`config.mk`:
```
export PLATFORM = sky130hd
export DESIGN_NAME = pipeline_run_controller
export DESIGN_NICKNAME = d
export VERILOG_FILES = /design/src/rtl/cpu_pkg.sv /design/src/rtl/sat_counter.sv /design/src/rtl/pipeline_run_controller.sv
export SDC_FILE = /design/constraint.sdc
export NUM_CORES = 1
export LEC_CHECK = 0
export BUFFER_PORTS_ARGS = -buffer_cell sky130_fd_sc_hd__buf_2
export CELL_PAD_IN_SITES_DETAIL_PLACEMENT = 1
export CELL_PAD_IN_SITES_GLOBAL_PLACEMENT = 1
export CORE_UTILIZATION = 42
export DETAILED_ROUTE_END_ITERATION = 8
export PLACE_DENSITY_LB_ADDON = 0.05
export SYNTH_ARGS = -nofsm -noshare
export SYNTH_HDL_FRONTEND = slang
export SYNTH_HIERARCHICAL = 1
export SYNTH_SLANG_ARGS = --single-unit
```
`constraint.sdc`:
```
create_clock -name clk -period 2.9 [get_ports clk]
set_input_delay 0.29 -clock clk [delete_from_list [all_inputs] [get_ports clk]]
set_output_delay 0.29 -clock clk [all_outputs]
set_load 0.01 [all_outputs]
```
`src/rtl/cpu_pkg.sv`:
```
// ---------------------------------------------------------------------------
// cpu_pkg
// Definitions shared by the two-stage RISC-V core and its run controller.
//   - Default program-memory address width and fetch-to-writeback depth.
//   - run_state encodings (IDLE/RUN/DRAIN/HALTED) and the FSM enum built on them.
//   - halt_cause encodings (NONE/HOST/BREAK/STEP) and a cause-priority helper.
// ---------------------------------------------------------------------------
package cpu_pkg;

  localparam int DEFAULT_ADDR_WIDTH = 7;
  localparam int DEFAULT_PIPE_DEPTH = 2;

  // Run-state encodings as seen by the host/debug side.
  localparam logic [1:0] RS_IDLE   = 2'd0;
  localparam logic [1:0] RS_RUN    = 2'd1;
  localparam logic [1:0] RS_DRAIN  = 2'd2;
  localparam logic [1:0] RS_HALTED = 2'd3;

  // Halt-cause encodings.
  localparam logic [1:0] HC_NONE  = 2'd0;
  localparam logic [1:0] HC_HOST  = 2'd1;
  localparam logic [1:0] HC_BREAK = 2'd2;
  localparam logic [1:0] HC_STEP  = 2'd3;

  typedef enum logic [1:0] {
    ST_IDLE   = RS_IDLE,
    ST_RUN    = RS_RUN,
    ST_DRAIN  = RS_DRAIN,
    ST_HALTED = RS_HALTED
  } run_state_t;

  // Several stop sources can be active in the same cycle; the host request
  // wins over a breakpoint, and a breakpoint wins over the single-step stop.
  function automatic logic [1:0] pick_cause(input logic host_stop,
                                            input logic break_stop);
    logic [1:0] cause;
    if (host_stop) begin
      cause = HC_HOST;
    end else if (break_stop) begin
      cause = HC_BREAK;
    end else begin
      cause = HC_STEP;
    end
    return cause;
  endfunction

endpackage

```
`src/rtl/sat_counter.sv`:
```
// ---------------------------------------------------------------------------
// sat_counter
// Up-counter that sticks at all-ones instead of wrapping, so a host reading
// it can tell "very large" from "small after overflow".
// Ports:
//   clk    in   rising-edge clock
//   reset  in   asynchronous, active-low reset (count returns to 0)
//   inc    in   count this cycle
//   count  out  current value, WIDTH bits
// ---------------------------------------------------------------------------
module sat_counter #(
  parameter int WIDTH = 32
) (
  input  logic             clk,
  input  logic             reset,
  input  logic             inc,
  output logic [WIDTH-1:0] count
);

  localparam logic [WIDTH-1:0] COUNT_ONE = WIDTH'(1);
  localparam logic [WIDTH-1:0] COUNT_MAX = '1;

  logic [WIDTH-1:0] count_reg;

  always_ff @(posedge clk or negedge reset) begin
    if (!reset) begin
      count_reg <= '0;
    end else if (inc && (count_reg != COUNT_MAX)) begin
      count_reg <= count_reg + COUNT_ONE;
    end
  end

  assign count = count_reg;

endmodule

```
`src/rtl/pipeline_run_controller.sv`:
```
// ---------------------------------------------------------------------------
// pipeline_run_controller
// Run / halt / single-step sequencer for the two-stage pipeline core. Gates
// the program counter through pc_en, drains in-flight instructions before
// reporting halted, stops on a breakpoint fetch address and keeps saturating
// cycle and retired-instruction counters.
// Ports:
//   clk            in   system clock, rising edge
//   reset          in   asynchronous, active-low reset
//   start_req      in   begin / resume free-running execution
//   halt_req       in   stop fetching and drain
//   step_req       in   execute exactly one instruction from HALTED
//   bp_en          in   breakpoint enable
//   bp_addr        in   breakpoint fetch address
//   pc_address     in   current PC from the program counter
//   pc_en          out  PC advance / fetch enable (combinational)
//   run_state      out  IDLE=0, RUN=1, DRAIN=2, HALTED=3
//   halted         out  high while in HALTED
//   halt_cause     out  NONE=0, HOST=1, BREAK=2, STEP=3
//   halted_pc      out  PC captured when draining starts
//   cycle_count    out  cycles spent outside IDLE, saturating
//   retired_count  out  instructions reaching writeback, saturating
// ---------------------------------------------------------------------------
module pipeline_run_controller
  import cpu_pkg::*;
#(
  parameter int ADDR_WIDTH = DEFAULT_ADDR_WIDTH,
  parameter int PIPE_DEPTH = DEFAULT_PIPE_DEPTH
) (
  input  logic                  clk,
  input  logic                  reset,
  input  logic                  start_req,
  input  logic                  halt_req,
  input  logic                  step_req,
  input  logic                  bp_en,
  input  logic [ADDR_WIDTH-1:0] bp_addr,
  input  logic [ADDR_WIDTH-1:0] pc_address,
  output logic                  pc_en,
  output logic [1:0]            run_state,
  output logic                  halted,
  output logic [1:0]            halt_cause,
  output logic [ADDR_WIDTH-1:0] halted_pc,
  output logic [31:0]           cycle_count,
  output logic [31:0]           retired_count
);

  // The drain counter holds PIPE_DEPTH-1 down to 0; keep it at least 1 bit.
  localparam int                 DRAIN_W    = (PIPE_DEPTH > 1) ? $clog2(PIPE_DEPTH) : 1;
  localparam logic [DRAIN_W-1:0] DRAIN_INIT = DRAIN_W'(PIPE_DEPTH - 1);
  localparam logic [DRAIN_W-1:0] DRAIN_ONE  = DRAIN_W'(1);

  run_state_t            state_reg;
  logic [DRAIN_W-1:0]    drain_cnt_reg;
  logic                  step_mode_reg;     // current RUN stint is a single step
  logic                  step_fetched_reg;  // the single instruction has been fetched
  logic                  bp_skip_reg;       // ignore breakpoint on first cycle after resume
  logic [1:0]            halt_cause_reg;
  logic [ADDR_WIDTH-1:0] halted_pc_reg;

  logic bp_hit;
  logic stop;
  logic step_cycle;

  // -------------------------------------------------------------------------
  // Stop decode and fetch enable
  // -------------------------------------------------------------------------
  always_comb begin
    bp_hit     = bp_en && (pc_address == bp_addr) && !bp_skip_reg;
    stop       = halt_req || bp_hit || step_mode_reg;
    // The step stint fetches once, even though step_mode already asserts stop.
    step_cycle = step_mode_reg && !step_fetched_reg;
    pc_en      = 1'b0;
    if (state_reg == ST_RUN) begin
      pc_en = step_cycle || !stop;
    end
  end

  // -------------------------------------------------------------------------
  // Run-state machine
  // -------------------------------------------------------------------------
  always_ff @(posedge clk or negedge reset) begin
    if (!reset) begin
      state_reg        <= ST_IDLE;
      drain_cnt_reg    <= '0;
      step_mode_reg    <= 1'b0;
      step_fetched_reg <= 1'b0;
      bp_skip_reg      <= 1'b0;
      halt_cause_reg   <= HC_NONE;
      halted_pc_reg    <= '0;
    end else begin
      case (state_reg)
        ST_IDLE: begin
          if (start_req) begin
            state_reg        <= ST_RUN;
            step_mode_reg    <= 1'b0;
            step_fetched_reg <= 1'b0;
            bp_skip_reg      <= 1'b0;
          end
        end

        ST_RUN: begin
          // The skip only shields the PC we resumed at.
          bp_skip_reg <= 1'b0;
          if (step_cycle) begin
            // Stop is evaluated again next cycle, so halted_pc captures the
            // PC after the stepped instruction.
            step_fetched_reg <= 1'b1;
          end else if (stop) begin
            state_reg        <= ST_DRAIN;
            halt_cause_reg   <= pick_cause(halt_req, bp_hit);
            halted_pc_reg    <= pc_address;
            drain_cnt_reg    <= DRAIN_INIT;
            step_mode_reg    <= 1'b0;
            step_fetched_reg <= 1'b0;
          end
        end

        ST_DRAIN: begin
          if (drain_cnt_reg == '0) begin
            state_reg <= ST_HALTED;
          end else begin
            drain_cnt_reg <= drain_cnt_reg - DRAIN_ONE;
          end
        end

        ST_HALTED: begin
          // Start beats step when both are requested.
          if (start_req) begin
            state_reg        <= ST_RUN;
            step_mode_reg    <= 1'b0;
            step_fetched_reg <= 1'b0;
            bp_skip_reg      <= 1'b1;
          end else if (step_req) begin
            state_reg        <= ST_RUN;
            step_mode_reg    <= 1'b1;
            step_fetched_reg <= 1'b0;
            bp_skip_reg      <= 1'b1;
          end
        end

        default: begin
          state_reg <= ST_IDLE;
        end
      endcase
    end
  end

  // -------------------------------------------------------------------------
  // Retire tracking: pc_en delayed by PIPE_DEPTH stages marks an instruction
  // reaching writeback. retire_chain[0] is the live fetch, retire_chain[k]
  // is the output of shift stage k-1.
  // -------------------------------------------------------------------------
  logic [PIPE_DEPTH:0] retire_chain;

  assign retire_chain[0] = pc_en;

  for (genvar gi = 0; gi < PIPE_DEPTH; gi++) begin : g_retire
    logic stage_reg;

    always_ff @(posedge clk or negedge reset) begin
      if (!reset) begin
        stage_reg <= 1'b0;
      end else begin
        stage_reg <= retire_chain[gi];
      end
    end

    assign retire_chain[gi+1] = stage_reg;
  end

  // -------------------------------------------------------------------------
  // Counters
  // -------------------------------------------------------------------------
  logic cycle_inc;
  logic retire_inc;

  assign cycle_inc  = (state_reg != ST_IDLE);
  assign retire_inc = retire_chain[PIPE_DEPTH];

  sat_counter #(
    .WIDTH (32)
  ) u_cycle_counter (
    .clk   (clk),
    .reset (reset),
    .inc   (cycle_inc),
    .count (cycle_count)
  );

  sat_counter #(
    .WIDTH (32)
  ) u_retired_counter (
    .clk   (clk),
    .reset (reset),
    .inc   (retire_inc),
    .count (retired_count)
  );

  // -------------------------------------------------------------------------
  // Outputs
  // -------------------------------------------------------------------------
  assign run_state  = state_reg;
  assign halted     = (state_reg == ST_HALTED);
  assign halt_cause = halt_cause_reg;
  assign halted_pc  = halted_pc_reg;

endmodule

```
==> implementation parameters, run 1 <==
Parameter                              Value

Run status
  Outcome    finished, final reports clean

STA
  Setup_tns    0 ns
  PnR worst setup slack    around 0.56 ns
  Worst slew margin    roughly a third
  Minimum clock period    ~2.3 ns
  Post-route clock period utilization    between 80% and 90%
  Final Hold Viols    0
  Setup repair after global routing missed its margin    no
  Fmax    about 430 MHz
  Transition time at the pin with the least slew margin    1.03 ns
  Worst clock skew    approximately 0.01 ns
  Final slew viol count    0
  Setup violations, final    0

Cells and area
  Non-filler cells in the finished layout    a little over 600
  Fraction of final layout cells sized beyond drive strength 1    between 20 and 30%
  Synth-to-Final Area Change    19.9%
  Antenna diode instance count    0
  Nets@finish    517

Logic synthesis
  Cells taking the most area after synthesis    sky130_fd_sc_hd__dfrtp_1 49%, sky130_fd_sc_hd__xnor2_1 9.1%, sky130_fd_sc_hd__xor2_1 4.9%
  Yosys top cell area share    about half
  Post-synthesis async set-or-reset flop share    between 90% and 100%
  Average instance area after synthesis    10.8 um2
  Number of synthesized flops with an enable pin    0
  Yosys reg bits    just over 80
  Synthesized instance count    383
  Most instantiated flip-flop cell in the synthesis netlist    sky130_fd_sc_hd__dfrtp_1
  Synth warn    6
  Library cell with the largest summed area after synthesis    sky130_fd_sc_hd__dfrtp_1
  Most used standard cells in the synthesized netlist    81 x sky130_fd_sc_hd__dfrtp_1, 43 x sky130_fd_sc_hd__xnor2_1, 31 x sky130_fd_sc_hd__nand4_1
  Library cell with the highest instance count after synthesis    sky130_fd_sc_hd__dfrtp_1
  Share of synthesized area occupied by flip-flops and latches    approximately half
  Cell area after technology mapping    around 4100 um2
  Synth cell types    53
  Syn nets    roughly 410

Global route
  Overall global routing resource usage    about 20%
  Antenna violations before repair    0
  Global-route wire length before repair    roughly 16000 um
  Remaining global-route overflow    0
  Via count of the first global-routing pass    3280
  Pin count of the biggest net entering global routing    between 80 and 90

Routing
  Vias/cell    5.25
  ANT nets after route    0
  DRT Pass-1 Iters    4
  Via total after detailed routing    around 3.3k
  Number of design rule violations left after detail routing    0
  Final routed wire length divided by cell count    about 16 um
  Aggregate routed wire length    between 9000 and 10000 um
  DRC marker count from the first detailed-route iteration    56

Clock network
  Max Buffers Root-to-Sink    2
  Gates resized, CTS repair    0
  Number of buffers added to fix hold violations after cts    0
  Clock transition at the register clock pins on the worst setup and hold paths after CTS    ~0.080 ns
  Clock buffer count from CTS    9
  Setup repair bufs after CTS    0
  Clock sink total    81
  Depth of the CTS H-tree    3
  Clock tree from TritonCTS    built
  CTS root buffer    sky130_fd_sc_hd__clkbuf_8
  Clock latency on the worst-skew pair    approximately 0.34 ns

Place
  Inst Count DP    just over 600
  Final Wtd Congestion    slightly below 0.8
  Number of input and output port buffers inserted    96
  HPWL Detailed    7340 um
  Setup slack at placement    roughly 0.58 ns

Floorplanning
  Initial Util    between 40% and 50%
  # IOs    just under 100
  Full die area    just over 10000 um2
  Die Wd    101 um
  Number of placement rows    35
  Area of the placeable core    between 9000 and 10000 um2
  Height of the die    101 um

Critical path
  Crit path required time    3.17 ns
  Highest cell delay on the worst timing path    approximately 0.6 ns
  Nature of the critical path startpoint    register
  Register-to-Register Path Depth    5
  Worst-path cell chain    nand4_2, or4_4, or3_1, nor4_1, xnor2_1
  Critical Path Slowest Stage Cell    sky130_fd_sc_hd__or4_4
  Crit path DAT    around 2.6 ns
  Element type at the critical path end    register
  Worst Path Max Fanout    7
  Worst Path Class, Setup    register to register

Power and ir drop
  Leakage power summed over all cells    2.35 nW
  Total Power    ~3.3 mW
  Max VDD drop    between 0.5 and 0.6 mV
  PwrDens    668 nW/um2

Min path
  Class of the worst hold path    primary input to asynchronous set/reset pin

Run
  MaxCap Viol Count    0
critical path, delay by kind of cell (launching register included):
family | cells | cell delay, ns
and+or+nand+nor | 4 | 1.66
DFF | 1 | 0.46
xor gates and xnor gates | 1 | 0.16
final timing paths:
kind | startpoint | endpoint | slack (ns)
setup / recovery | u_cycle_counter/count[4] | u_cycle_counter/count[26] | 0.56
hold / removal | reset | u_cycle_counter/count[20] | 0.11
setup reg to reg | u_cycle_counter/count[4] | u_cycle_counter/count[26] | 0.56
hold reg to reg | g_retire[0].stage_reg | g_retire[1].stage_reg | 0.36
max in group asynchronous | reset | halt_cause[0] | 2.12
min in group clk | start_req | step_mode_reg | 0.17
per-layer routing:
layer / wire [um] / track usage, % / up-vias / share of wire (%)
met3: 295 / 2.55 / 11 / 3.0
met2: 4590 / 33.0 / 57 / 47
li1: - / - / 1581 / -
met1: 4860 / 28.1 / 1613 / 49
met5: 0 / 0 / - / 0
met4: 116 / 6.69 / 0 / 1.2
layout make-up:
| type | instances | area [um2] |
|---|---|---|
| clock buffer | 11 | 141 |
| clock inverter | 3 | 42.5 |
| fill | 1086 | 4410 |
| inverter | 12 | 45.0 |
| multi-input combinational | 285 | 2030 |
| sequential | 81 | 2030 |
| tap | 129 | 161 |
| timing repair buffer | 100 | 513 |
kinds of logic after synthesis:
kind of cell / count (synthesis) / share of synthesized area [%]
DFF: 81 / 49.0
xor gates and xnor gates: 66 / 14.0
and+or+nand+nor: 169 / 23.9
AOI/OAI and AO/OA: 31 / 5.84
buffers and inverters: 17 / 1.90
adders and majority gates: 8 / 2.42
muxes: 11 / 2.96
through the flow:
step / util, % / cell area [um2] / hold WS (ns)
global placement: 51.0 / 4780 / 0.332
global route: 53.0 / 4960 / 0.160
finish: 53.0 / 4960 / 0.109
CTS: 53.0 / 4960 / 0.147
floorplan: - / 4140 / -0.00559
detailed placement: 51.0 / 4780 / 0.341
where the power goes:
part	internal, mW	switching (mW)
logic	0.440	0.546
clock network	0.411	0.389
registers	1.32	0.210
total	2.17	1.14
cells in the final DEF, fill, tap and decap left out, drive strengths merged, types with 3 or more instances in the layout:
master  netlist  final
nand3        29     29
nor3          7      7
nor3b         3      3
buf           2    100
nand2        31     31
xnor2        43     43
or4           3      3
o21ai         4      4
a31oi         3      3
mux2         10     10
nor2b         5      5
ha            8      8
xor2         23     23
dfrtp        81     81
nand4        34     34
and4          9      9
inv          12     12
clkbuf        3     11
nor4         10     10
nand2b        3      3
a21oi         8      8
and3          6      6
nor2         25     25
No activity file was read; power rests on OpenSTA's default activity.
==> run 2: changes to the inputs <==
Clock period 2.9 ns to 2.2 ns, I/O delays scaled along.
==> run 2 against run 1 <==
Non-clock buffer count is 19 higher. Critical endpoint is now u_cycle_counter/count[30]. Largest power group unchanged. Clock-buffer cell count is 1 higher. Power is 38% higher. Setup slack worse by 0.45 ns. Flip-flop and latch count stayed put. Critical path depth stayed put. Largest cell class unchanged.
==> implementation parameters, run 2 (same netlist as run 1, synthesis figures left out) <==
Parameter                              Value

Run status
  Outcome    finished, final reports clean

Routing
  Aggregate routed wire length    slightly above 10000 um
  Final routed wire length divided by cell count    ~16 um
  Via total after detailed routing    3389
  Number of design rule violations left after detail routing    0
  DRT Pass-1 Iters    4
  DRC marker count from the first detailed-route iteration    80
  Vias/cell    roughly 5.3
  ANT nets after route    0

Critical path
  Crit path DAT    roughly 2.4 ns
  Worst Path Class, Setup    register to register
  Cell family with the largest share of critical-path delay    simple AND/OR/NAND/NOR gates
  Highest cell delay on the worst timing path    between 0.5 and 0.6 ns
  Crit path required time    2.48 ns
  Element type at the critical path end    register
  Critical Path Slowest Stage Cell    sky130_fd_sc_hd__or4_4
  Combined buffer and inverter count along the critical path    0
  Worst-path cell chain    nand3_1, or4_4, or3_4, nor4_2, xnor2_1
  Nature of the critical path startpoint    register
  Worst Path Max Fanout    7

Floorplanning
  Height of the die    between 100 and 150 um
  Die Wd    101 um
  Initial Util    44.2%
  Number of placement rows    35
  # IOs    97
  Full die area    between 10000 and 15000 um2
  Area of the placeable core    about 9400 um2

Power and ir drop
  PwrDens    887 nW/um2
  Int Pwr    between 3 and 4 mW
  Leakage power summed over all cells    approximately 2.5 nW
  Combinational share of power    a little under a third
  Power spent charging and discharging nets    1.53 mW
  Share of power burned in registers    between 40 and 50%
  Max VDD drop    ~0.53 mV
  Net switching fraction of the power    33.3%
  Share of total power in the clock network    25.6%
  Total Power    ~4.6 mW

Cells and area
  Final core utilization    55.2%
  Commonest non-fill, non-tap cells in the layout    95 x sky130_fd_sc_hd__buf_2, 81 x sky130_fd_sc_hd__dfrtp_1, 43 x sky130_fd_sc_hd__xnor2_1
  Synth-to-Final Area Change    25.0%
  Fraction of final layout cells sized beyond drive strength 1    approximately a third
  Antenna diode instance count    0
  Nets@finish    536
  Layout Cell Area excl Fill    around 5200 um2
  Non-filler cells in the finished layout    around 640
  Number of inserted filler cells in the final layout    between 1k and 1.5k
  Commonest non-fill, non-tap cell in the layout    sky130_fd_sc_hd__buf_2

Clock network
  Clock buffer count from CTS    9
  CTS root buffer    sky130_fd_sc_hd__clkbuf_8
  Clock tree from TritonCTS    built
  Setup repair bufs after CTS    0
  Clock transition at the register clock pins on the worst setup and hold paths after CTS    ~0.08 ns
  Clock sink total    81
  Depth of the CTS H-tree    3
  Max Buffers Root-to-Sink    2
  Clock latency on the worst-skew pair    roughly 0.35 ns

Place
  Inst Count DP    roughly 630
  Cell area after placement    4930 um2
  Final Wtd Congestion    around 0.8
  Number of input and output port buffers inserted    96
  HPWL Detailed    7780 um
  Setup slack at placement    -0.0346 ns

Global route
  Remaining global-route overflow    0
  Global-route wire length before repair    between 15000 and 20000 um
  Overall global routing resource usage    a little over a fifth
  Antenna violations before repair    0
  Via count of the first global-routing pass    3443
  Pin count of the biggest net entering global routing    54

STA
  Final slew viol count    0
  Final Hold Viols    0
  PnR worst setup slack    between 0.1 and 0.15 ns
  Setup repair after global routing missed its margin    no
  Transition time at the pin with the least slew margin    0.547 ns
  Worst slew margin    a little over three fifths
  Fmax    478 MHz
  Minimum clock period    around 2.1 ns
  Worst clock skew    a little under 0.01 ns
  Setup violations, final    0
  Post-route clock period utilization    between 90% and 100%

Min path
  Class of the worst hold path    primary input to register

Run
  MaxCap Viol Count    0
run 2: metrics by stage:
step / hold WS (ns) / setup TNS, ns
after global placement: 0.172 / 0
after CTS: 0.0732 / 0
final: 0.0982 / 0
after global routing: 0.0866 / 0
after floorplan: -0.0756 / 0
after detailed placement: 0.175 / -0.0346
run 2: worst register-to-register path, stage by stage, from the launching register on:
cell	delay [ns]
sky130_fd_sc_hd__dfrtp_1	0.40
sky130_fd_sc_hd__nand3_1	0.18
sky130_fd_sc_hd__or4_4	0.56
sky130_fd_sc_hd__or3_4	0.44
sky130_fd_sc_hd__nor4_2	0.30
sky130_fd_sc_hd__xnor2_1	0.15
run 2: per-layer routing:
metal  wire [um]  global-route usage (%)  up-vias  part of all wire (%)
met3         369                    4.07        5                   3.6
met5           0                       0        -                     0
li1            -                       -     1632                     -
met2        4960                    34.3       74                    48
met1        4880                    30.1     1678                    47
met4          62                    5.69        0                  0.60
run 2: timing repair:
action | CTS | global route
resized for setup | 2 | 3
hold endpoints to repair | 28 | 0
hold buffers | 1 | 0
endpoints found under the setup margin | 2 | 13
run 2: path summary, 6_finish.rpt:
path                                      startpoint                        end  slack, ns  depth (start not counted)
max                        u_cycle_counter/count[10]  u_cycle_counter/count[30]       0.11                          5
max reg2reg                u_cycle_counter/count[10]  u_cycle_counter/count[30]       0.11                          5
max in group asynchronous                      reset      g_retire[1].stage_reg       1.24                          3
min in group asynchronous                      reset  u_cycle_counter/count[25]       0.34                          2
min                                        start_req              step_mode_reg        0.1                          2
min reg2reg                    g_retire[0].stage_reg      g_retire[1].stage_reg       0.37                          0
run 2: power groups by stage:
stage | registers [mW] | logic, mW | clock network [mW]
6_report | 1.97 | 1.44 | 1.17
5_1_grt | 2.01 | 1.62 | 1.28
4_1_cts | 1.98 | 1.47 | 1.22
3_5_place_dp | 2.00 | 1.46 | 0
3_3_place_gp | 1.98 | 1.42 | 0
2_1_floorplan | 2.09 | 0.762 | 0
run 2: area by class of cell:
class / instances / area, um2 / share of cell area [%]
Tap cell: 129 / 161 / 3.12
Multi-Input combinational cell: 285 / 2060 / 39.8
Clock buffer: 12 / 145 / 2.81
Sequential cell: 81 / 2030 / 39.2
Timing Repair Buffer: 119 / 671 / 13.0
Clock inverter: 3 / 65.1 / 1.26
Inverter: 12 / 45.0 / 0.871
